**config.mk**
```make
export PLATFORM = sky130hd
export DESIGN_NAME = uart_msg_encoder
export DESIGN_NICKNAME = d
export VERILOG_FILES = /design/src/rtl/uart_msg_encoder_pkg.sv /design/src/rtl/uart_msg_encoder_tx_byte_handshake.sv /design/src/rtl/uart_msg_encoder.sv
export SDC_FILE = /design/constraint.sdc
export NUM_CORES = 1
export LEC_CHECK = 0
export ABC_AREA = 1
export BUFFER_PORTS_ARGS = -buffer_cell sky130_fd_sc_hd__buf_2
export CORE_MARGIN = 4
export CORE_UTILIZATION = 30
export DETAILED_ROUTE_END_ITERATION = 12
export PLACE_DENSITY_LB_ADDON = 0.3
export SLEW_MARGIN = 10
export SYNTH_ARGS = -nofsm -noshare
export SYNTH_HDL_FRONTEND = slang
export SYNTH_SLANG_ARGS = --single-unit
```
**constraint.sdc**
```tcl
create_clock -name CLK -period 2.3 [get_ports CLK]
set_input_delay 0.345 -clock CLK [delete_from_list [all_inputs] [get_ports CLK]]
set_output_delay 0.345 -clock CLK [all_outputs]
set_load 0.02 [all_outputs]
```
**src/rtl/uart_msg_encoder_pkg.sv**
```systemverilog
// Framing constants and state encodings shared by the UART message encoder and decoder.
// Latency: n/a (package only).
// Backpressure: n/a (package only).
package uart_msg_encoder_pkg;

   localparam int DATAMAXBYTES = 10;

   localparam logic [7:0] SP_SYNC = 8'h7E;
   localparam logic [7:0] SP_ESC  = 8'h02;
   localparam logic [7:0] SP_END  = 8'h03;

   typedef enum logic [2:0] {
      M_IDLE,
      M_SYNC,
      M_BCNT,
      M_BODY,
      M_ESC,
      M_TAIL,
      M_DONE
   } msg_state_e;

   typedef enum logic [1:0] {
      H_IDLE,
      H_LOAD,
      H_WAIT
   } hs_state_e;

   // True for any byte that collides with a framing marker and must be escaped.
   function automatic logic is_special(input logic [7:0] b);
      return (b == SP_SYNC) || (b == SP_ESC) || (b == SP_END);
   endfunction

endpackage

```
**src/rtl/uart_msg_encoder_tx_byte_handshake.sv**
```systemverilog
// Moves one byte into the UART via ld_tx_data/tx_empty, with a per-phase timeout.
// Latency: load request one cycle after start with tx_empty high; done when the UART reports empty again.
// Backpressure: holds ld_tx_data until the UART accepts; aborts if a phase exceeds ACK_TIMEOUT cycles.
module uart_tx_byte_handshake
   import uart_msg_encoder_pkg::*;
#(
   parameter int ACK_TIMEOUT = 5000
) (
   input  logic       clk_i,
   input  logic       rst_ni,
   input  logic       start_i,
   input  logic [7:0] byte_i,
   output logic       done_o,
   output logic       timeout_o,
   output logic       ld_tx_data_o,
   output logic [7:0] tx_data_o,
   input  logic       tx_empty_i
);

   localparam int CW = $clog2(ACK_TIMEOUT + 1) + 1;

   hs_state_e     state_q, state_d;
   logic [CW-1:0] cnt_q, cnt_d;
   logic [7:0]    data_q, data_d;
   logic          expired;

   assign expired      = (cnt_q >= CW'(ACK_TIMEOUT));
   assign ld_tx_data_o = (state_q == H_LOAD) && rst_ni;
   assign tx_data_o    = data_q;

   // Phase sequencing; the byte is latched on entry to H_LOAD so tx_data stays stable until acceptance.
   always_comb begin
      state_d   = state_q;
      data_d    = data_q;
      done_o    = 1'b0;
      timeout_o = 1'b0;
      case (state_q)
         H_IDLE: begin
            if (start_i && tx_empty_i) begin
               state_d = H_LOAD;
               data_d  = byte_i;
            end
         end
         H_LOAD: begin
            if (!tx_empty_i) begin
               state_d = H_WAIT;
            end else if (expired) begin
               state_d   = H_IDLE;
               timeout_o = 1'b1;
            end
         end
         H_WAIT: begin
            if (tx_empty_i) begin
               state_d = H_IDLE;
               done_o  = 1'b1;
            end else if (expired) begin
               state_d   = H_IDLE;
               timeout_o = 1'b1;
            end
         end
         default: state_d = H_IDLE;
      endcase
      // The counter measures time spent in the current waiting phase only.
      if ((state_d != state_q) || (state_q == H_IDLE)) begin
         cnt_d = '0;
      end else begin
         cnt_d = cnt_q + CW'(1);
      end
   end

   // Phase register, timeout counter and held byte.
   always_ff @(posedge clk_i or negedge rst_ni) begin
      if (!rst_ni) begin
         state_q <= H_IDLE;
         cnt_q   <= '0;
         data_q  <= '0;
      end else begin
         state_q <= state_d;
         cnt_q   <= cnt_d;
         data_q  <= data_d;
      end
   end

endmodule

```
**src/rtl/uart_msg_encoder.sv**
```systemverilog
// Buffers payload bytes and sends them to the UART as SYNC, BCNT, escaped body, END.
// Latency: msg_busy rises the cycle after an accepted msg_send; one UART handshake per emitted byte.
// Backpressure: each byte waits on tx_empty; a stalled UART aborts the frame after ACK_TIMEOUT cycles.
module uart_msg_encoder
   import uart_msg_encoder_pkg::*;
#(
   parameter int DATAMAXBYTES = uart_msg_encoder_pkg::DATAMAXBYTES,
   parameter int ACK_TIMEOUT  = 5000
) (
   input  logic       CLK,
   input  logic       reset,
   input  logic       msg_wr,
   input  logic [7:0] msg_wr_data,
   input  logic       msg_send,
   output logic       msg_busy,
   output logic       msg_done,
   output logic       msg_err,
   output logic [3:0] wr_count,
   output logic       ld_tx_data,
   output logic [7:0] tx_data,
   output logic       tx_enable,
   input  logic       tx_empty
);

   localparam logic [3:0] MAXB = 4'(DATAMAXBYTES);

   msg_state_e state_q, state_d;
   msg_state_e ret_q, ret_d;
   logic [3:0] cnt_q, cnt_d;
   logic [3:0] bcnt_q, bcnt_d;
   logic [3:0] idx_q, idx_d;
   logic [3:0] nxt_idx;
   logic       err_q, err_d;
   logic       txen_q;
   logic       wr_en;
   logic       clr;
   logic [7:0] buf_q [DATAMAXBYTES];

   logic       hs_start;
   logic [7:0] hs_byte;
   logic       hs_done;
   logic       hs_timeout;

   assign msg_busy  = (state_q != M_IDLE) && (state_q != M_DONE);
   assign msg_done  = (state_q == M_DONE);
   assign msg_err   = err_q;
   assign wr_count  = cnt_q;
   assign tx_enable = txen_q;

   // Byte presented to the handshake for each emitting state.
   always_comb begin
      hs_start = 1'b1;
      hs_byte  = 8'h00;
      case (state_q)
         M_SYNC:  hs_byte = SP_SYNC;
         M_BCNT:  hs_byte = {4'b0000, bcnt_q};
         M_BODY:  hs_byte = buf_q[idx_q];
         M_ESC:   hs_byte = SP_ESC;
         M_TAIL:  hs_byte = SP_END;
         default: hs_start = 1'b0;
      endcase
   end

   // Frame sequencing; escape decisions are made when moving to the state that owns the byte.
   always_comb begin
      state_d = state_q;
      ret_d   = ret_q;
      cnt_d   = cnt_q;
      bcnt_d  = bcnt_q;
      idx_d   = idx_q;
      err_d   = 1'b0;
      wr_en   = 1'b0;
      clr     = 1'b0;
      nxt_idx = idx_q + 4'd1;
      case (state_q)
         M_IDLE, M_DONE: begin
            state_d = M_IDLE;
            if (msg_wr) begin
               if (cnt_q < MAXB) begin
                  wr_en = 1'b1;
                  cnt_d = cnt_q + 4'd1;
               end else begin
                  err_d = 1'b1;
               end
            end
            // A same-cycle write is already counted, so it joins this frame.
            if (msg_send) begin
               if (cnt_d == 4'd0) begin
                  err_d = 1'b1;
               end else begin
                  state_d = M_SYNC;
                  bcnt_d  = cnt_d;
                  idx_d   = 4'd0;
               end
            end
         end
         M_SYNC: begin
            if (hs_done) begin
               state_d = is_special({4'b0000, bcnt_q}) ? M_ESC : M_BCNT;
               ret_d   = M_BCNT;
            end
         end
         M_BCNT: begin
            if (hs_done) begin
               state_d = is_special(buf_q[0]) ? M_ESC : M_BODY;
               ret_d   = M_BODY;
            end
         end
         M_BODY: begin
            if (hs_done) begin
               if (nxt_idx == bcnt_q) begin
                  state_d = M_TAIL;
               end else begin
                  idx_d   = nxt_idx;
                  state_d = is_special(buf_q[nxt_idx]) ? M_ESC : M_BODY;
                  ret_d   = M_BODY;
               end
            end
         end
         M_ESC: begin
            if (hs_done) state_d = ret_q;
         end
         M_TAIL: begin
            if (hs_done) begin
               state_d = M_DONE;
               clr     = 1'b1;
            end
         end
         default: state_d = M_IDLE;
      endcase
      if (msg_busy && msg_wr) err_d = 1'b1;
      if (hs_timeout) begin
         state_d = M_IDLE;
         err_d   = 1'b1;
         clr     = 1'b1;
      end
      if (clr) cnt_d = 4'd0;
   end

   // Frame state, counters, error pulse and the sticky transmit enable.
   always_ff @(posedge CLK or negedge reset) begin
      if (!reset) begin
         state_q <= M_IDLE;
         ret_q   <= M_IDLE;
         cnt_q   <= 4'd0;
         bcnt_q  <= 4'd0;
         idx_q   <= 4'd0;
         err_q   <= 1'b0;
         txen_q  <= 1'b0;
      end else begin
         state_q <= state_d;
         ret_q   <= ret_d;
         cnt_q   <= cnt_d;
         bcnt_q  <= bcnt_d;
         idx_q   <= idx_d;
         err_q   <= err_d;
         txen_q  <= 1'b1;
      end
   end

   // Payload buffer, written in arrival order and wiped at frame end or abort.
   always_ff @(posedge CLK or negedge reset) begin
      if (!reset) begin
         for (int i = 0; i < DATAMAXBYTES; i++) buf_q[i] <= 8'h00;
      end else if (clr) begin
         for (int i = 0; i < DATAMAXBYTES; i++) buf_q[i] <= 8'h00;
      end else if (wr_en) begin
         buf_q[cnt_q] <= msg_wr_data;
      end
   end

   uart_tx_byte_handshake #(
      .ACK_TIMEOUT (ACK_TIMEOUT)
   ) u_hs (
      .clk_i        (CLK),
      .rst_ni       (reset),
      .start_i      (hs_start),
      .byte_i       (hs_byte),
      .done_o       (hs_done),
      .timeout_o    (hs_timeout),
      .ld_tx_data_o (ld_tx_data),
      .tx_data_o    (tx_data),
      .tx_empty_i   (tx_empty)
   );

endmodule

```
==> results of run 1 <==
## cells by family (layout without fill, tap and decap cells)
family,Yosys count,count (layout),share of synthesized area
muxes,4,4,0.00527
and+or+nand+nor,501,501,0.311
DFF,123,123,0.405
AOI/OAI and AO/OA,208,208,0.147
other,1,1,0.000494
buffers and inverters,161,209,0.0906
xor gates and xnor gates,19,19,0.0229
adders and majority gates,11,11,0.0181
## cell usage after synthesis, types with 2 or more instances
library cell / count / area (um^2)
o211ai_1: 8 / 60.1
nand4_1: 34 / 213
or2_0: 10 / 62.6
inv_1: 99 / 372
ha_1: 11 / 138
nand2_1: 254 / 953
nand3_2: 2 / 20.0
o22ai_1: 3 / 18.8
a32o_1: 4 / 40.0
nand3b_1: 2 / 15.0
buf_6: 2 / 22.5
clkinv_1: 3 / 11.3
mux2i_1: 4 / 40.0
nand2_2: 3 / 18.8
dfrtp_1: 123 / 3080
buf_2: 28 / 140
nor2_1: 39 / 146
o21ai_0: 60 / 300
or2_2: 38 / 238
nor3_1: 4 / 20.0
nor2_2: 3 / 18.8
clkbuf_1: 16 / 60.1
xor2_1: 11 / 96.3
nor4_2: 2 / 25.0
xnor2_1: 7 / 61.3
o21ai_1: 2 / 10.0
inv_2: 4 / 15.0
buf_4: 9 / 67.6
a21oi_1: 122 / 611
nand3_1: 101 / 505
nand4_2: 5 / 62.6
## cell type report
type	instances	share of cell area
Sequential cell	123	0.345
Multi-Input combinational cell	744	0.435
Tap cell	324	0.0455
Timing Repair Buffer	71	0.0615
Clock inverter	14	0.0192
Inverter	106	0.0449
Clock buffer	18	0.0481
## final timing paths
check,start,cells after the start,to
setup / recovery,idx_q[0]$_DFFE_PN0P_,13,state_q[2]$_DFFE_PN0P_
hold / removal,msg_send,3,msg_err$_DFF_PN0_
setup reg to reg,idx_q[0]$_DFFE_PN0P_,13,state_q[2]$_DFFE_PN0P_
hold reg to reg,ret_q[1]$_DFFE_PN0P_,2,ret_q[1]$_DFFE_PN0P_
max in group asynchronous,reset,3,buf_q[68]$_DFFE_PN0P_
min in group asynchronous,reset,2,u_hs.cnt_q[0]$_DFF_PN0_
## report_power, final
group	switching, uW	internal, uW	total [uW]	leakage, uW
Combinational	2400	1250	3660	0.00194
Clock	1060	1710	2770	0.000287
Sequential	358	2540	2890	0.00166
Total	3820	5490	9320	0.00388
## timing repair
action | in CTS | in global routing
buffers inserted | 0 | 2
endpoints found under the hold margin | 22 | 0
setup endpoints to repair | 0 | 11
hold buffers | 1 | 0
gates resized for setup | 0 | 8
## layer usage
layer,global-route usage,vias to the layer above,routed length (um)
met5,0,-,0
met4,0.0473,0,320
met3,0.0288,22,1020
met2,0.236,169,9660
met1,0.245,3347,11000
li1,-,3473,-
## through the flow
stage	instance area, um^2	power [uW]
global route	8920	10000
floorplan	7600	5430
finish	8920	9320
detailed placement	8250	6510
CTS	8860	9300
global placement	8250	6490
## registers in the layout (all words and copies together) (netlist names)
| signal | flops |
|---|---|
| buf_q | 80 |
| u_hs.cnt_q | 14 |
| u_hs.tx_data_o | 8 |
| bcnt_q | 4 |
| idx_q | 4 |
| wr_count | 4 |
| state_q | 3 |
| ret_q | 2 |
| u_hs.state_q | 2 |
| msg_err | 1 |
| tx_enable | 1 |
## layout by cell type, fill, tap and decap left out, drive strengths merged, types with 4 or more instances in the layout
cell type  netlist  routed
dfrtp          123     123
nor2            43      43
a32o             4       4
clkbuf          16      18
buf             39      70
clkinv           3       9
xnor2            7       7
nand2          257     257
nor3             5       5
or2             48      48
o21ai           63      63
a21oi          123     123
xor2            12      12
o211ai           8       8
ha              11      11
nand3          103     103
nand4           40      40
mux2i            4       4
inv            103     105
## worst reg2reg max path, delay by kind of cell (launching register included)
family,cells,cell delay [ns]
xor gates and xnor gates,1,0.17
adders and majority gates,1,0.21
buffers and inverters,1,0.21
DFF,1,0.50
and+or+nand+nor,10,0.95
==> out/qor.yml, run 1 <==
floorplanning:
  start_util: 0.309
  die_h_um: 167
  core_mm2: 0.0246
  io_pins: 30
  design.die.area_mm2: 0.0279
  fp-row-count: 57
  die_w_um: 167
critical_path:
  critPathMaxStageDelay_ns: 0.50
  start_kind: "register"
  cp_max_fo: 11
  crit_buf_inv: 1
  crit_top_cell: "nand2_1"
  r2r_slack_ns: 0.20
  critPathArrivalTime_ns: 2.47
  path_class: "register to register"
  required_ns: 2.66
  cp_slowest_cell: "dfrtp_2"
  setup.worst_path.end_class: "register"
  critical_path.cell_chain: "ha_4 > xnor2_1 > buf_4 > nand3_1 > nand3_1 > nand2_1 > nor3_1 > nand2_1 > nand2_1 > nand2_1 > nand3_1 > nand2_1 > nand2_1"
  cp_top_family: "simple AND/OR/NAND/NOR gates"
yosys:
  synth_warnings: 0
  syn_inst: 1028
  syn_area_mm2: 0.00760
  syn_avg_cell_area_um2: 7.39
  synth_edf_count: 0
  yosysSeqAreaShare: 0.405
  synth-main-ff-cell: "dfrtp_1"
  synth.distinct_cells: 46
  ys_seq_elements: 123
  synthesis.nets: 1052
  async_flop_share: 1.00
route:
  post_drt_via_cell_ratio: 5.01
  routed-via-count: 7011
  antenna_left: 0
  drcViolationCount: 0
  routed_wl_um: 22000
  wl_per_cell_um: 15.7
  initialDrtViolationCount: 540
  first_pass_iters: 6
layout:
  stdcell_count: 1400
  final_nets: 1087
  antenna_cells: 0
  multi_input_area_mm2: 0.00388
  register_area_mm2: 0.00308
  layout-drive-gt1-share: 0.157
  fillers: 2590
  synthToLayoutAreaGrowth_pct: 17.3
  final_util: 0.362
hold_path:
  hp-class: "input port to register"
sta:
  finalCritPeriodShare: 0.914
  slew_violations: 0
  relSlewSlack: 0.579
  hold_ws_ns: 0.197
  finClkSkew_ns: 0.00996
  finalHoldViolCount: 0
  setup_viol: 0
  fmax_mhz: 476
  fin_crit_ns: 2.10
  rsz0062_at_grt: "no"
  setup_slack_ns: 0.199
  tns_ns: 0
  worstMarginPinSlew_ns: 0.632
global_routing:
  grt_max_degree: 60
  grt-ovfl-total: 0
  grt.total_usage: 0.162
  antenna_found_initial: 0
  grt_pass1_wl_um: 36800
  grt_pass1_vias: 6675
flow_run:
  cap_violations: 0
run_status:
  status: "finished, final reports clean"
clocking:
  cts_buffers: 17
  clkLatencyLatePin_ns: 0.43
  cts_tree: "yes"
  htree_num_levels: 4
  root_buffer: "clkbuf_16"
  cts.sinks: 123
  path_clk_slew_ns: 0.06
  cts_buffer_depth: 2
place:
  globalplace.congestion: 0.892
  place_hpwl_um: 16200
  numPortBuffers: 29
  pre_cts_ws_ns: 0.114
  dp.cells: 1366
power:
  power_density_mw_per_mm2: 1050
  p_leak_uw: 0.00388
  ir_drop_mv: 0.590
Note: power is estimated with default switching activity, not from simulation.
==> inputs of run 2 (changes only) <==
--- a/config.mk
+++ b/config.mk
@@ -10,6 +10,7 @@
 export CORE_MARGIN = 4
 export CORE_UTILIZATION = 30
 export DETAILED_ROUTE_END_ITERATION = 12
+export MAX_ROUTING_LAYER = met4
 export PLACE_DENSITY_LB_ADDON = 0.3
 export SLEW_MARGIN = 10
 export SYNTH_ARGS = -nofsm -noshare
==> run 2 against run 1 <==
Net effect:
- first-iteration DRC count grew 2.2%
- critical path depth is 2 lower
- setup slack lost 0.059 ns
- combinational power about the same
- sequential power barely moved
==> out/qor.yml, run 2 (synthesis results as in run 1) <==
critical_path:
  cp_slowest_cell: "dfrtp_1"
  path_depth: 11  # -2
  required_ns: 2.61  # -0.05 ns
  critPathCapture: "state_q[0]$_DFFE_PN0P_"
  critPathMaxStageDelay_ns: 0.47  # -0.03 ns
  r2r_slack_ns: 0.14  # -0.06 ns
  start_kind: "register"
  crit_top_cell: "nand2_1"
  setup.worst_path.start: "idx_q[2]$_DFFE_PN0P_"
  crit_buf_inv: 1  # unchanged
  r2r-end: "state_q[0]$_DFFE_PN0P_"
  rr_startpoint: "idx_q[2]$_DFFE_PN0P_"
  cp_max_fo: 9  # -2
  path_class: "register to register"
  setup.worst_path.end_class: "register"
  reg2regPathDepth: 11  # -2
  cp_top_family: "simple AND/OR/NAND/NOR gates"
  critical_path.cell_chain: "buf_4 > xor2_2 > nand3_1 > nand3_1 > nand2_1 > nor3_1 > nand2_1 > nand3_1 > nand3b_1 > nand2_1 > nand2_1"
  critPathArrivalTime_ns: 2.47  # about the same
clocking:
  cts_tree: "yes"
  htree_num_levels: 4  # unchanged
  clkLatencyLatePin_ns: 0.43  # about the same
  cts_buffers: 17  # unchanged
  root_buffer: "clkbuf_16"
  path_clk_slew_ns: 0.06  # about the same
  hold_buffers: 0  # -1
  cts.sinks: 123  # unchanged
  cts_buffer_depth: 2  # unchanged
global_routing:
  grt_pass1_wl_um: 36800  # +0.21%
  grt_max_degree: 124  # +110%
  grt.total_usage: 0.168  # +0.00671
  grt-ovfl-total: 0  # unchanged
  antenna_found_initial: 0  # unchanged
  grt_pass1_vias: 6603  # -1.1%
power:
  ir_drop_mv: 0.507  # -14%
  p_leak_uw: 0.00389  # about the same
  power_density_mw_per_mm2: 1070  # +2.1%
layout:
  layout-drive-gt1-share: 0.156  # -0.00142
  synthToLayoutAreaGrowth_pct: 17.2
  final_common_cell: "nand2_1"
  final_nets: 1084  # -0.28%
  stdcell_count: 1397  # -0.21%
  largest_reg_flops: 80  # unchanged
  final_area_mm2: 0.00891  # -0.11%
  antenna_cells: 0  # unchanged
  top_register: "buf_q"
  final_cell_mix: "nand2_1, a21oi_1, dfrtp_1"
sta:
  worstMarginPinSlew_ns: 0.697  # +0.0652 ns
  setup_viol: 0  # unchanged
  hold_ws_ns: 0.0321  # -0.164 ns
  rsz0062_at_grt: "yes"
  finalCritPeriodShare: 0.939  # +0.0258
  relSlewSlack: 0.535  # -0.0435
  slew_violations: 0  # unchanged
  fin_crit_ns: 2.16  # +0.0593 ns
  fmax_mhz: 463  # -2.7%
  finalHoldViolCount: 0  # unchanged
  finClkSkew_ns: 0.00895  # -0.00101 ns
route:
  initialDrtViolationCount: 552  # +2.2%
  wl_per_cell_um: 15.9  # +1.5%
  drcViolationCount: 0  # unchanged
  antenna_left: 0  # unchanged
  first_pass_iters: 5  # -1
  post_drt_via_cell_ratio: 4.99  # -0.43%
  routed-via-count: 6966  # -0.64%
  routed_wl_um: 22300  # +1.3%
flow_run:
  cap_violations: 0  # unchanged
place:
  dp.cells: 1364  # -0.15%
  numPortBuffers: 29  # unchanged
  placed_cell_area_mm2: 0.00820  # -0.64%
  globalplace.congestion: 0.880  # -1.3%
  place_hpwl_um: 16000  # -0.88%
hold_path:
  hp-class: "input port to async pin"
floorplanning:
  die_h_um: 167  # unchanged
  design.die.area_mm2: 0.0279  # unchanged
  start_util: 0.309  # unchanged
  core_mm2: 0.0246  # unchanged
  io_pins: 30  # unchanged
  die_w_um: 167  # unchanged
  fp-row-count: 57  # unchanged
run_status:
  status: "finished, final reports clean"
-- run 2: changes by cell type in the layout (fill, tap and decap cells not counted), moves of 2 or more --
cell | previous run | this run
buf_12 | 6 | 4
bufinv_16 | 3 | 5
clkinv_4 | 3 | 5
inv_6 | 2 | 0
-- run 2: per-stage QoR --
step | total power [uW] | setup TNS, ns | worst slack (ns) | utilization
after global placement | 6440 | 0 | 0.150 | 0.333
after floorplan | 5430 | 0 | 0.278 | -
after global routing | 10200 | -0.0169 | -0.0114 | 0.362
final | 9500 | 0 | 0.139 | 0.362
after detailed placement | 6460 | 0 | 0.0878 | 0.333
after CTS | 9470 | 0 | 0.0815 | 0.360
-- run 2: how the worst min path moves through the flow --
stage | startpoint | end | slack (ns) | cells past startpoint
after floorplan | reset | bcnt_q[0]$_DFFE_PN0P_ | 0.05 | 0
after global placement | ret_q[1]$_DFFE_PN0P_ | ret_q[1]$_DFFE_PN0P_ | 0.44 | 2
after detailed placement | ret_q[1]$_DFFE_PN0P_ | ret_q[1]$_DFFE_PN0P_ | 0.46 | 2
after CTS | reset | u_hs.tx_data_o[0]$_DFFE_PN0P_ | 0.08 | 2
after global routing | reset | u_hs.tx_data_o[0]$_DFFE_PN0P_ | 0.10 | 2
final | reset | u_hs.tx_data_o[0]$_DFFE_PN0P_ | 0.03 | 2
-- run 2: worst reg2reg max path, cell delays in order, from the launching register on --
cell and delay (ns):
dfrtp_1 0.47, buf_4 0.25, xor2_2 0.40, nand3_1 0.19
nand3_1 0.10, nand2_1 0.07, nor3_1 0.18, nand2_1 0.13
nand3_1 0.09, nand3b_1 0.07, nand2_1 0.07, nand2_1 0.04
-- run 2: final cells by class --
type | instances | area [um^2]
Fill cell | 2581 | 15700
Clock buffer | 17 | 425
Clock inverter | 15 | 224
Multi-Input combinational cell | 744 | 3870
Timing Repair Buffer | 68 | 502
Inverter | 106 | 398
Tap cell | 324 | 405
Sequential cell | 123 | 3080
-- run 2: timing repair --
action / CTS / global route
setup buffers: 0 / 1
setup endpoints to repair: 0 / 11
gates resized for setup: 0 / 10
-- run 2: metal layers --
| metal | routed length (um) | GRT usage | vias to the layer above | part of all wire |
|---|---|---|---|---|
| li1 | - | - | 3458 | - |
| met1 | 11000 | 0.247 | 3308 | 0.50 |
| met2 | 9820 | 0.238 | 172 | 0.44 |
| met3 | 1010 | 0.0276 | 28 | 0.045 |
| met4 | 416 | 0.0519 | 0 | 0.019 |
| met5 | 0 | - | - | 0 |
-- run 2: power by group --
| part | switching [uW] | internal (uW) |
|---|---|---|
| clock | 1060 | 1920 |
| combinational | 2430 | 1220 |
| sequential | 321 | 2540 |
==> inputs of run 3 (changes only) <==
--- a/config.mk
+++ b/config.mk
@@ -8,9 +8,8 @@
 export ABC_AREA = 1
 export BUFFER_PORTS_ARGS = -buffer_cell sky130_fd_sc_hd__buf_2
 export CORE_MARGIN = 4
-export CORE_UTILIZATION = 30
+export CORE_UTILIZATION = 45
 export DETAILED_ROUTE_END_ITERATION = 12
-export MAX_ROUTING_LAYER = met4
 export PLACE_DENSITY_LB_ADDON = 0.3
 export SLEW_MARGIN = 10
 export SYNTH_ARGS = -nofsm -noshare
==> run 3 against run 2 <==
Net effect:
- final area down 1.9%
- sequential cell count unchanged
- core utilization up 16 points
- sequential power about the same
- first-iteration DRC count down 0.72%
- setup slack worse by 0.016 ns
- sequential share of layout area up 0.69 points
- register-to-register slack worse by 0.02 ns
- largest cell class unchanged
- largest power group unchanged
==> out/qor.yml, run 3 (synthesis results as in run 1) <==
sta:
  worstMarginPinSlew_ns: 0.715  # +0.0177 ns
  rsz0062_at_grt: "yes"
  fmax_mhz: 459  # -0.74%
  finalCritPeriodShare: 0.947  # +0.00703
  setup_viol: 0  # unchanged
  slew_violations: 0  # unchanged
  finalHoldViolCount: 0  # unchanged
  relSlewSlack: 0.524  # -0.0118
  finClkSkew_ns: 0.0119  # +0.00294 ns
  fin_crit_ns: 2.18  # +0.0162 ns
floorplanning:
  core_mm2: 0.0166  # -33%
  io_pins: 30  # unchanged
  design.die.area_mm2: 0.0190  # -32%
  die_h_um: 138  # -17%
  fp-row-count: 47  # -18%
  start_util: 0.458  # +0.149
  die_w_um: 138  # -17%
clocking:
  hold_buffers: 0  # unchanged
  root_buffer: "clkbuf_16"
  htree_num_levels: 4  # unchanged
  clkLatencyLatePin_ns: 0.42  # about the same
  cts.sinks: 123  # unchanged
  cts_tree: "yes"
  path_clk_slew_ns: 0.06  # about the same
  cts_buffers: 17  # unchanged
  cts_buffer_depth: 2  # unchanged
layout:
  final_cell_mix: "nand2_1, a21oi_1, dfrtp_1"
  layout-drive-gt1-share: 0.158  # +0.00265
  synthToLayoutAreaGrowth_pct: 15.0
  final_nets: 1085  # +0.092%
  largest_reg_flops: 80  # unchanged
  stdcell_count: 1294  # -7.4%
  antenna_cells: 0  # unchanged
  final_util: 0.527  # +0.165
  top_register: "buf_q"
  final_common_cell: "nand2_1"
global_routing:
  antenna_found_initial: 0  # unchanged
  met1_usage: 0.338  # +0.0909
  grtUsageMet3: 0.0399  # +0.0123
  grt-ovfl-total: 0  # unchanged
  grt.total_usage: 0.234  # +0.0660
  grt_pass1_vias: 6732  # +2.0%
  top_usage_layer: "met2"
  grt_use_met2: 0.354  # +0.116
  grt_pass1_wl_um: 34900  # -5.3%
  grt_max_degree: 124  # unchanged
critical_path:
  setup.worst_path.end_class: "register"
  required_ns: 2.60  # about the same
  path_class: "register to register"
  critPathArrivalTime_ns: 2.48  # about the same
  start_kind: "register"
  cp_max_fo: 19  # +10
  reg2regPathDepth: 8  # -3
place:
  numPortBuffers: 29  # unchanged
  place_hpwl_um: 14900  # -7.2%
  globalplace.congestion: 0.891  # +1.3%
  dp.cells: 1258  # -7.8%
route:
  antenna_left: 0  # unchanged
  initialDrtViolationCount: 548  # -0.72%
  post_drt_via_cell_ratio: 5.47  # +9.8%
  drcViolationCount: 0  # unchanged
  first_pass_iters: 5  # unchanged
  wl_per_cell_um: 16.5  # +3.5%
  routed_wl_um: 21300  # -4.2%
  routed-via-count: 7083  # +1.7%
hold_path:
  hp-class: "input port to async pin"
flow_run:
  cap_violations: 0  # unchanged
power:
  p_leak_uw: 0.00384  # -1.2%
  ir_drop_mv: 0.820  # +62%
  power_density_mw_per_mm2: 1030  # -3.1%
run_status:
  status: "finished, final reports clean"
## run 3: where the power goes
group          switching (uW)  internal (uW)
combinational            2460           1280
clock                    1040           1370
sequential                336           2540
total                    3830           5190
## run 3: stage by stage
stage               hold WS [ns]  total power, uW  TNS [ns]  setup slack (ns)  area (um^2)
floorplan                 0.0494             5430         0             0.278         7600
global placement           0.440             6430         0             0.101         8080
detailed placement         0.451             6470         0             0.100         8080
CTS                        0.123             8920         0            0.0936         8600
global route               0.149             9660   -0.0257           -0.0151         8730
finish                    0.0487             9030         0             0.123         8730
## run 3: routing by layer
metal  share of wire  up-vias
li1                -     3470
met5               0        -
met2            0.45      222
met3           0.052       39
met4           0.026        0
met1            0.47     3352
## run 3: cell type report
type,instances,area (um^2)
clock buffer,18,429
clock inverter,14,98.8
fill,1591,7850
inverter,106,398
multi-input combinational,744,3930
sequential,123,3080
tap,220,275
timing repair buffer,69,522
## run 3: critical path, cell delays in order, from the launching register on
cell and delay (ns):
dfrtp_1 0.51, inv_1 0.12, o21ai_2 0.10, nand2_2 0.18
nor2_8 0.26, buf_4 0.29, nand3_1 0.33, nand2_1 0.17
a21oi_1 0.08
## run 3: timing repair
item,in CTS,in global routing
resized for setup,0,15
endpoints found under the setup margin,0,23
buffers inserted,0,4
## run 3: path summary, 6_finish.rpt
| check | from | endpoint | slack, ns |
|---|---|---|---|
| setup / recovery | state_q[2]$_DFFE_PN0P_ | buf_q[45]$_DFFE_PN0P_ | 0.12 |
| hold / removal | reset | buf_q[24]$_DFFE_PN0P_ | 0.05 |
| setup reg to reg | state_q[2]$_DFFE_PN0P_ | buf_q[45]$_DFFE_PN0P_ | 0.12 |
| hold reg to reg | u_hs.cnt_q[0]$_DFF_PN0_ | u_hs.cnt_q[0]$_DFF_PN0_ | 0.45 |
| max in group asynchronous | reset | idx_q[0]$_DFFE_PN0P_ | 1.65 |
| min in group CLK | msg_send | msg_err$_DFF_PN0_ | 0.19 |
